File: config.mk
export PLATFORM = sky130hd
export DESIGN_NAME = serial_adder
export DESIGN_NICKNAME = d
export VERILOG_FILES = /design/src/rtl/serial_adder_pkg.sv /design/src/rtl/serial_adder_full_adder.sv /design/src/rtl/serial_adder.sv
export SDC_FILE = /design/constraint.sdc
export NUM_CORES = 1
export LEC_CHECK = 0
export CAP_MARGIN = 20
export CORE_MARGIN = 1
export CORE_UTILIZATION = 50
export CTS_CLUSTER_SIZE = 14
export DETAILED_ROUTE_END_ITERATION = 8
export GPL_TIMING_DRIVEN = 0
export PLACE_DENSITY = 0.86
export SLEW_MARGIN = 20
export SYNTH_ARGS = -nofsm -noshare
export SYNTH_HDL_FRONTEND = slang
export SYNTH_HIERARCHICAL = 1
export SYNTH_SLANG_ARGS = --single-unit
File: constraint.sdc
create_clock -name clk -period 2.4 [get_ports clk]
set_clock_uncertainty 0.1 [all_clocks]
set_input_delay 0.48 -clock clk [delete_from_list [all_inputs] [get_ports clk]]
set_output_delay 0.48 -clock clk [all_outputs]
set_load 0.03 [all_outputs]
File: src/rtl/serial_adder_pkg.sv
// State encoding shared by the bit-serial arithmetic blocks.
package serial_adder_pkg;
    typedef enum logic [1:0] {
        IDLE = 2'd0,
        RUN  = 2'd1,
        DONE = 2'd2
    } state_t;
endpackage

File: src/rtl/serial_adder_full_adder.sv
// Single combinational full-adder cell; the only arithmetic in the serial adder.
module full_adder (
    input  logic a,
    input  logic b,
    input  logic cin,
    output logic s,
    output logic cout
);
    assign s    = a ^ b ^ cin;
    assign cout = (a & b) | (a & cin) | (b & cin);
endmodule

File: src/rtl/serial_adder.sv
// Bit-serial N-bit adder: one full-adder cell, LSB first, N cycles per operation
// framed by a start/busy/done handshake.
module serial_adder
    import serial_adder_pkg::*;
#(
    parameter int N = 8
) (
    input  logic         clk,
    input  logic         rst,
    input  logic         start,
    input  logic [N-1:0] A,
    input  logic [N-1:0] B,
    input  logic         Cin,
    output logic         busy,
    output logic         done,
    output logic [N-1:0] S,
    output logic         Cout,
    output logic         V
);
    localparam int CW = (N > 1) ? $clog2(N) : 1;
    localparam logic [CW-1:0] LAST = CW'(N - 1);

    state_t        state;
    state_t        state_next;
    logic [N-1:0]  a_sh;
    logic [N-1:0]  b_sh;
    logic [N-1:0]  s_sh;
    logic [CW-1:0] count;
    logic          carry;
    logic          cout_r;
    logic          v_r;
    logic          sum_bit;
    logic          carry_next;
    logic          last_bit;

    full_adder u_fa (
        .a    (a_sh[0]),
        .b    (b_sh[0]),
        .cin  (carry),
        .s    (sum_bit),
        .cout (carry_next)
    );

    assign last_bit = (count == LAST);

    always_ff @(posedge clk or posedge rst) begin
        if (rst) begin
            state <= IDLE;
        end else begin
            state <= state_next;
        end
    end

    always_comb begin
        state_next = state;
        case (state)
            IDLE, DONE: if (start) state_next = RUN;
            RUN:        if (last_bit) state_next = DONE;
            default:    state_next = IDLE;
        endcase
    end

    // Reset clears the datapath too so every output reads 0 right after rst.
    always_ff @(posedge clk or posedge rst) begin
        if (rst) begin
            a_sh   <= '0;
            b_sh   <= '0;
            s_sh   <= '0;
            count  <= '0;
            carry  <= 1'b0;
            cout_r <= 1'b0;
            v_r    <= 1'b0;
        end else begin
            case (state)
                IDLE, DONE: begin
                    if (start) begin
                        a_sh  <= A;
                        b_sh  <= B;
                        carry <= Cin;
                        count <= '0;
                    end
                end
                RUN: begin
                    a_sh  <= a_sh >> 1;
                    b_sh  <= b_sh >> 1;
                    s_sh  <= {sum_bit, s_sh[N-1:1]};
                    carry <= carry_next;
                    if (last_bit) begin
                        // carry still holds the carry into the MSB on this edge
                        cout_r <= carry_next;
                        v_r    <= carry ^ carry_next;
                    end else begin
                        count <= count + 1'b1;
                    end
                end
                default: ;
            endcase
        end
    end

    assign busy = (state == RUN);
    assign done = (state == DONE);
    assign S    = s_sh;
    assign Cout = cout_r;
    assign V    = v_r;
endmodule
== After elaboration in Yosys (flattened, before gate mapping) ==
Cells that the tools add are included.
Storage, ports and cells
  register bits: 32
  logic and storage cells: 42
Cells by class
  add/sub/neg operators: 1
  equality and inequality tests: 6
  mux-type cells: 12
  bitwise operators: 8
  reduce and logical (&&, ||, !) cells: 7
Operators with widths (count)
  8-bit case mux with 2 select lines: 2
  8-bit two-way mux: 2
  3-bit two-way mux: 2
  3-bit case mux with 2 select lines: 1
  2-bit AND reduction: 3
  2-bit two-way mux: 2
  2-bit inequality test (second input constant): 2
  2-bit case mux with 2 select lines: 1
  3-bit by 1-bit adder with 3-bit output (second input constant): 1
  1-bit AND: 3
  3-bit equality test (second input constant): 1
  3-bit AND reduction: 1
  1-bit XOR: 3
  2-bit by 1-bit equality test with 1-bit output (second input constant): 1
  2-bit equality test (second input constant): 1
  2-bit zero test: 1
  2-bit by 1-bit inequality test with 1-bit output (second input constant): 1
  1-bit bitwise OR: 2
  1-bit case mux with 2 select lines: 1
  2-bit nonzero test: 1
  2-bit OR reduction: 1
  1-bit two-way mux: 1

== Longest topological paths before layout ==
Gate-level depths: netlist of run 1.
  depth after elaboration: 4
  mapped depth: 7
  mapped depth without buffers: 5

== Modules after synthesis ==
Netlist of run 1, hierarchy kept.
By module, submodules not included
  serial_adder: times used 1, cells an instance 146, area an instance 1497.7 sq um
  full_adder: times used 1, cells an instance 1, area an instance 20.0 sq um

== Worst setup path after synthesis of run 1 ==
OpenSTA, ideal clock, no wires.
  kind: reg2reg
  start point: reg count[0]
  end point: reg count[1]
  setup time: 0.121 ns
  arrival time: 1.490 ns
  path slack: 0.689 ns
  cell stages (with the launch flop): 6
  period minus slack after synthesis: 1.711 ns
  cells stage by stage: dfrtp_1 ha_1 ha_1 or2_1 mux2_1 a22o_1
On the way
  cells in the longest elaborated chain, start to end: 3
  elaborated cells on any way between the ends: 6
  classes of those cells: add/sub: 1; eq/ne: 2; mux: 2; reduce/logical: 1
Ends and longest elaborated chain
  start, declared: line serial_adder.sv:28  | logic [CW-1:0] count;
  start signal, assigned: line serial_adder.sv:93  | count <= count + 1'b1;
  3-bit by 1-bit adder with 3-bit output or 3-bit equality test (tied branches): line serial_adder.sv:93, serial_adder.sv:44
  3-bit two-way mux or 2-bit inequality test (tied branches)
  3-bit case mux with 2 select lines or 3-bit AND reduction (tied branches)
Parallel ways exist; a longest one is shown, timed or not. The select of a mux whose other input is x is not followed.
A chain may end at the register's enable or synchronous reset.

== Final worst setup path of run 1 ==
  start point: reg state[1]
  end point: out busy
On the way
  cells in the longest elaborated chain, start to end: 1
Ends and longest elaborated chain
  start, declared: line serial_adder.sv:23  | state_t state;
  start signal, assigned: line serial_adder.sv:50  | state <= state_next;
  2-bit by 1-bit equality test with 1-bit output: line serial_adder.sv:101  | assign busy = (state == RUN);
  end, declared: line serial_adder.sv:14  | output logic busy,
No other way between the ends.

==> key figures, run 1 <==
Synthesis
  • Top cell type's share of synthesized area: 52.8%
  • Register area share after synthesis: 52.8%
  • Synth warn: 6
  • Ys async rst share: 100%
  • Mapped cell area: 1520 µm²
  • Post-synth top cells: dfrtp_1 (32), nand2_1 (26), a21oi_1 (14), inv_1 (10)
  • Number of enable flip-flop cells after synthesis: 0
  • Synthesized instance count: 147
  • Top post-synthesis cells by area: dfrtp_1 (53%), nand2_1 (6.4%), mux2i_1 (5.3%)
  • Synth cell types: 28
  • Syn avg cell area: 10.3 µm²
  • Syn Nets: 170
  • Largest area contributor in the netlist: dfrtp_1
  • #FFs+latches synth: 32
  • Top-count cell post-synth: dfrtp_1
  • Main synth FF type: dfrtp_1

Detailed routing
  • Top layer in use: met4
  • Final WL: 3.11 mm
  • WL/cell: 14.5 µm
  • DRC viols: 9
  • DR pass1 iterations: 7
  • Via count: 1196
  • Initial DRC Count: 33
  • Final ANT Viol Nets: 0
  • Routed wl met3: 185 µm
  • DR vias/cell: 5.56
  • Routed wire length on met2: 1.59 mm
  • Met1 Wirelength: 1.28 mm

Timing
  • Tcrit/Tclk final: 92.3%
  • Minimum clock period: 2210 ps
  • RSZ-0062 raised after global routing: no
  • Fin. Hold Viols: 0
  • Fin Hold WS: 400 ps
  • Slew margin rel.: 56.8%
  • Fmax: 452 MHz
  • Setup Viol. Count Final: 0
  • Max-slew violation count: 0
  • Setup TNS: 0 ps
  • Worst slew pin tran: 648 ps

Floorplan
  • Core Area: 2810 µm²
  • Die ar.: 3260 µm²
  • Die Y: 57.1 µm
  • FP Rows: 19
  • Die Wd: 57.1 µm
  • Initial Utilization: 54.1%
  • I/O Pins: 32

Pwr
  • Pint: 1.52 mW
  • Comb pwr share: 48.3%
  • Clock share of power: 13.7%
  • Post-layout power: 2.53 mW
  • Sw Share: 39.9%
  • Seq pwr share: 38.1%
  • LEAKAGE: 0.919 nW
  • Max VDD drop: 0.736 mV
  • Pwr/cell area: 1310 nW/µm²
  • Net Sw Power: 1.01 mW

Global routing
  • Grt ovf: 0
  • Vias in the first global route: 1200
  • Gr usage total: 22.7%
  • First-pass GRT wire length: 5.38 mm
  • Initial antenna violation count: 0
  • Largest net degree at the start of global routing: 33

Clock tree
  • Clk buf depth: 2
  • Postcts setup bufs: 0
  • H-tree depth: 2
  • Root Buffer: clkbuf_4
  • # clock sinks: 32
  • Clock latency on the worst-skew pair: 330 ps
  • Clock slew at reported path FFs: 90 ps
  • Cts bufs inserted: 5
  • CTS tree: yes

Hold path
  • Hold endpoint: S[0]
  • Hold Startpoint: S[0]
  • Hold WC Path Type: flop to flop
  • WHS Path Cells: 2

Critical path
  • Flop2flop setup slack: 570 ps
  • Worst Path Required: 1820 ps
  • Worst setup EP type: output pin
  • Reg2Reg Capture Point: count[1]
  • Reg2reg path depth: 5
  • Crit Path Max Fanout: 10
  • RR Startpoint: count[0]
  • Startpoint Class: flop
  • CP arrival: 1630 ps
  • Crit Path Class: flop to output pin

Finish
  • Share of post-route cells with drive strength above 1: 10.9%
  • Area grow syn2layout: 26.7%
  • Final Net Count: 207
  • ANT cells: 0

Run status
  • Status: finished, violations left
  • Failing checks: design-rule violations

Job
  • Number of max-cap violations: 0

Placed design
  • DPL Wire Length: 2.24 mm
  • Port Buffer Count: 30
  • RePlAce Congestion: 0.789
==> critical path, stage by stage, from the launching register on <==
cell and delay [ps]:
dfrtp_1 390, nand2b_2 180, buf_6 130, inv_2 70
buf_6 130, dlygate4sd2_1 400
==> per-layer routing <==
| layer | vias to the layer above | track usage, % |
|---|---|---|
| met4 | 0 | 10.5 |
| li1 | 572 | - |
| met2 | 39 | 37.5 |
| met1 | 579 | 27.2 |
| met3 | 6 | 7.48 |
| met5 | - | 0 |
==> timing repair <==
| action | in CTS | in global routing |
|---|---|---|
| gates resized for setup | 1 | 1 |
| endpoints found under the setup margin | 1 | 1 |
| hold buffers | 0 | 0 |
==> metrics by stage <==
step           instance area (µm²)  cells  utilization, %  setup slack, ps
6_report                      1920    215            68.6              186
5_1_grt                       1920    215            68.6              104
3_5_place_dp                  1860    208            66.2              266
2_1_floorplan                 1520    147               -              689
3_3_place_gp                  1860    208            66.2              274
4_1_cts                       1920    215            68.5             39.2
==> kinds of logic after synthesis <==
kind of cell	synth area share, %
and+or+nand+nor	12.9
muxes	7.50
DFF	52.8
xor gates and xnor gates	1.15
buffers and inverters	7.83
adders and majority gates	2.97
AOI/OAI and AO/OA	14.8
==> layout by cell type (no fill, tap or decap) <==
cell type / synthesis / final
a211oi_1: 6 / 6
a21o_1: 1 / 1
a21oi_1: 14 / 14
a221o_1: 2 / 2
a22o_1: 2 / 2
and3b_1: 2 / 2
buf_2: 5 / 5
buf_6: 4 / 4
clkbuf_1: 2 / 2
clkbuf_4: 0 / 5
clkbuf_8: 0 / 2
clkdlybuf4s50_1: 0 / 28
dfrtp_1: 32 / 32
dlygate4sd2_1: 0 / 1
dlymetal6s2s_1: 0 / 1
fa_1: 1 / 1
ha_1: 2 / 2
inv_1: 10 / 9
inv_2: 1 / 2
mux2_1: 3 / 3
mux2i_1: 8 / 8
nand2_1: 26 / 26
nand2b_1: 2 / 2
nand2b_2: 1 / 1
nand3_1: 2 / 2
nor2_2: 1 / 1
nor2b_1: 6 / 6
o21ai_0: 1 / 1
o21ai_1: 2 / 2
o22ai_1: 8 / 8
or2_1: 1 / 1
xnor2_1: 1 / 1
xor2_1: 1 / 1
==> power groups by stage <==
stage	logic (mW)	clock network [mW]	registers, mW
5_1_grt	1.36	0.380	0.990
3_5_place_dp	1.22	0	0.970
2_1_floorplan	0.707	0	1.09
3_3_place_gp	1.16	0	0.948
4_1_cts	1.23	0.348	0.961
6_report	1.22	0.346	0.961
==> area by class of cell <==
type                    count  area (µm²)
repair buffers             30         302
fillers                   230         882
clock buffers               7        65.1
flip-flops and latches     32         801
plain buffers              11        77.6
well taps                  31        38.8
multi-input cells          93         598
inverters                  11        41.3
==> how the worst max path moves through the flow <==
| stage | start | end | slack [ps] | depth (start not counted) |
|---|---|---|---|---|
| 6_report | state[1] | busy | 190 | 5 |
| 5_1_grt | state[1] | busy | 100 | 5 |
| 4_1_cts | state[1] | done | 40 | 4 |
| 3_5_place_dp | state[1] | busy | 270 | 5 |
| 3_3_place_gp | state[1] | busy | 270 | 5 |
| 2_1_floorplan | count[0] | count[1] | 690 | 5 |
==> sequential cells by signal (all words and copies together) (netlist names) <==
| name | flops |
|---|---|
| b_sh | 8 |
| count | 3 |
| V | 1 |
| carry | 1 |
| a_sh | 8 |
| state | 2 |
| Cout | 1 |
| S | 8 |
Power figures use the tool's default switching activity.
==> run 2: changes to the inputs <==
GPL_TIMING_DRIVEN = unset   (was 0)
==> run 2 against run 1 <==
The flow still finishes with violations (design-rule violations). First-iteration DRC count rose by 21%. Sequential share of layout area rose by 1.1 points. Non-clock buffer count fell by 6. Flip-flop and latch count did not move. Highest routed layer unchanged.
==> key figures, run 2 (synthesized netlist as in run 1, its figures left out) <==
Clock tree
  • Clock slew at reported path FFs: 90 ps (about the same)
  • Cts bufs inserted: 5 (unchanged)
  • Root Buffer: clkbuf_4
  • Post_cts resized: 0 (-1)
  • H-tree depth: 2 (unchanged)
  • Postcts setup bufs: 0 (unchanged)
  • Clock latency on the worst-skew pair: 330 ps (about the same)
  • Clk buf depth: 2 (unchanged)
  • CTS tree: yes
  • Post-CTS Hold Fix Bufs: 0 (unchanged)
  • # clock sinks: 32 (unchanged)

Detailed routing
  • Final ANT Viol Nets: 0 (unchanged)
  • Via count: 1120 (-6.4%)
  • WL/cell: 13.9 µm (-3.7%)
  • Initial DRC Count: 40 (+21%)
  • DRC viols: 9 (unchanged)
  • Final WL: 2.93 mm (-5.9%)
  • DR vias/cell: 5.33 (-4.1%)
  • DR pass1 iterations: 6 (-1)

Timing
  • Worst slew pin tran: 399 ps (-249 ps)
  • Fin. Hold Viols: 0 (unchanged)
  • Minimum clock period: 2280 ps (+64.1 ps)
  • Tcrit/Tclk final: 94.9% (+2.7 points)
  • Setup Viol. Count Final: 0 (unchanged)
  • Fmax: 439 MHz (-2.8%)
  • RSZ-0062 raised after global routing: no
  • Slew margin rel.: 73.4% (+17 points)
  • Max-slew violation count: 0 (unchanged)
  • Fin Hold WS: 394 ps (-6.28 ps)
  • Worst Slack Setup Final: 122 ps (-64.1 ps)
  • Setup TNS: 0 ps (unchanged)

Global routing
  • Largest net degree at the start of global routing: 33 (unchanged)
  • Grt ovf: 0 (unchanged)
  • First-pass GRT wire length: 4.96 mm (-7.8%)
  • Vias in the first global route: 1113 (-7.2%)
  • Initial antenna violation count: 0 (unchanged)
  • Gr usage total: 20.3% (-2.5 points)

Placed design
  • DP Area: 1820 µm² (-2.2%)
  • DPL Wire Length: 2.03 mm (-9.7%)
  • Placed insts: 202 (-2.9%)
  • Port Buffer Count: 31 (+3.3%)
  • Pre-CTS setup slack: 345 ps (+79.2 ps)
  • RePlAce Congestion: 0.700 (-11%)

Critical path
  • Worst setup path startpoint: state[1]
  • Crit Path Class: flop to output pin
  • Worst Path Required: 1820 ps (about the same)
  • Worst setup EP type: output pin
  • CP arrival: 1700 ps (+70 ps)
  • Startpoint Class: flop
  • Crit Path Max Fanout: 16 (+6)
  • RR Startpoint: state[1]

Pwr
  • Net Sw Power: 975 µW (-3.2%)
  • Post-layout power: 2.42 mW (-4.2%)
  • Sw Share: 40.3% (+0.40 points)
  • Pwr/cell area: 1290 nW/µm² (-1.7%)
  • Seq pwr share: 39.4% (+1.3 points)
  • Clock share of power: 13.3% (-0.4 points)
  • Max VDD drop: 0.716 mV (-2.7%)
  • Pint: 1.44 mW (-4.8%)
  • LEAKAGE: 0.873 nW (-5.0%)
  • Comb pwr share: 47.2% (-1.1 points)

Floorplan
  • Initial Utilization: 54.1% (unchanged)
  • FP Rows: 19 (unchanged)
  • Core Area: 2810 µm² (unchanged)
  • Die Y: 57.1 µm (unchanged)
  • I/O Pins: 32 (unchanged)
  • Die ar.: 3260 µm² (unchanged)
  • Die Wd: 57.1 µm (unchanged)

Run status
  • Status: finished, violations left
  • Failing checks: design-rule violations

Finish
  • Fin cells: 210 (-2.3%)
  • ANT cells: 0 (unchanged)
  • Final instance area: 1880 µm² (-2.5%)
  • Share of post-route cells with drive strength above 1: 7.82% (-3.0 points)
  • Area grow syn2layout: 23.6%
  • Most frequent cells in the layout: dfrtp_1 (32), clkdlybuf4s50_1 (30), nand2_1 (26)
  • Final Net Count: 201 (-2.9%)
  • Commonest non-fill, non-tap cell in the layout: dfrtp_1
  • Layout fillers: 233 (+1.3%)
  • Final Util: 66.9% (-1.7 points)

Hold path
  • Hold WC Path Type: flop to flop
  • Hold Startpoint: S[0]

Job
  • Number of max-cap violations: 0 (unchanged)
run 2: final timing paths:
kind	end	slack (ps)	cells after the start
setup / recovery	busy	120	4
hold / removal	S[0]	390	2
setup reg to reg	Cout	540	5
hold reg to reg	S[0]	390	2
max in group asynchronous	state[1]	1470	3
min in group asynchronous	b_sh[0]	430	3
run 2: final cells by class:
class	count	area [µm²]	share of cell area, %
sequential	32	801	42.7
multi-input combinational	93	598	31.9
timing repair buffer	35	338	18.0
clock buffer	8	58.8	3.14
inverter	11	41.3	2.20
tap	31	38.8	2.07
run 2: per-layer routing:
layer / track usage [%] / up-vias / share of wire (%)
li1: - / 558 / -
met1: 23.6 / 528 / 44
met2: 35.3 / 30 / 49
met3: 7.71 / 4 / 5.7
met4: 5.23 / 0 / 0.82
met5: 0 / - / 0
run 2: power by group through the flow:
| stage | clock network [mW] | logic [mW] | registers (mW) |
|---|---|---|---|
| 2_1_floorplan | 0 | 0.707 | 1.09 |
| 3_5_place_dp | 0 | 1.14 | 0.968 |
| 3_3_place_gp | 0 | 1.09 | 0.950 |
| 6_report | 0.323 | 1.14 | 0.954 |
| 4_1_cts | 0.328 | 1.14 | 0.957 |
| 5_1_grt | 0.350 | 1.26 | 0.986 |
run 2: critical path, cell delays in order, from the launching register on:
cell      delay, ps
dfrtp_1         390
buf_4           190
nand2b_2        340
inv_2           260
buf_4           200
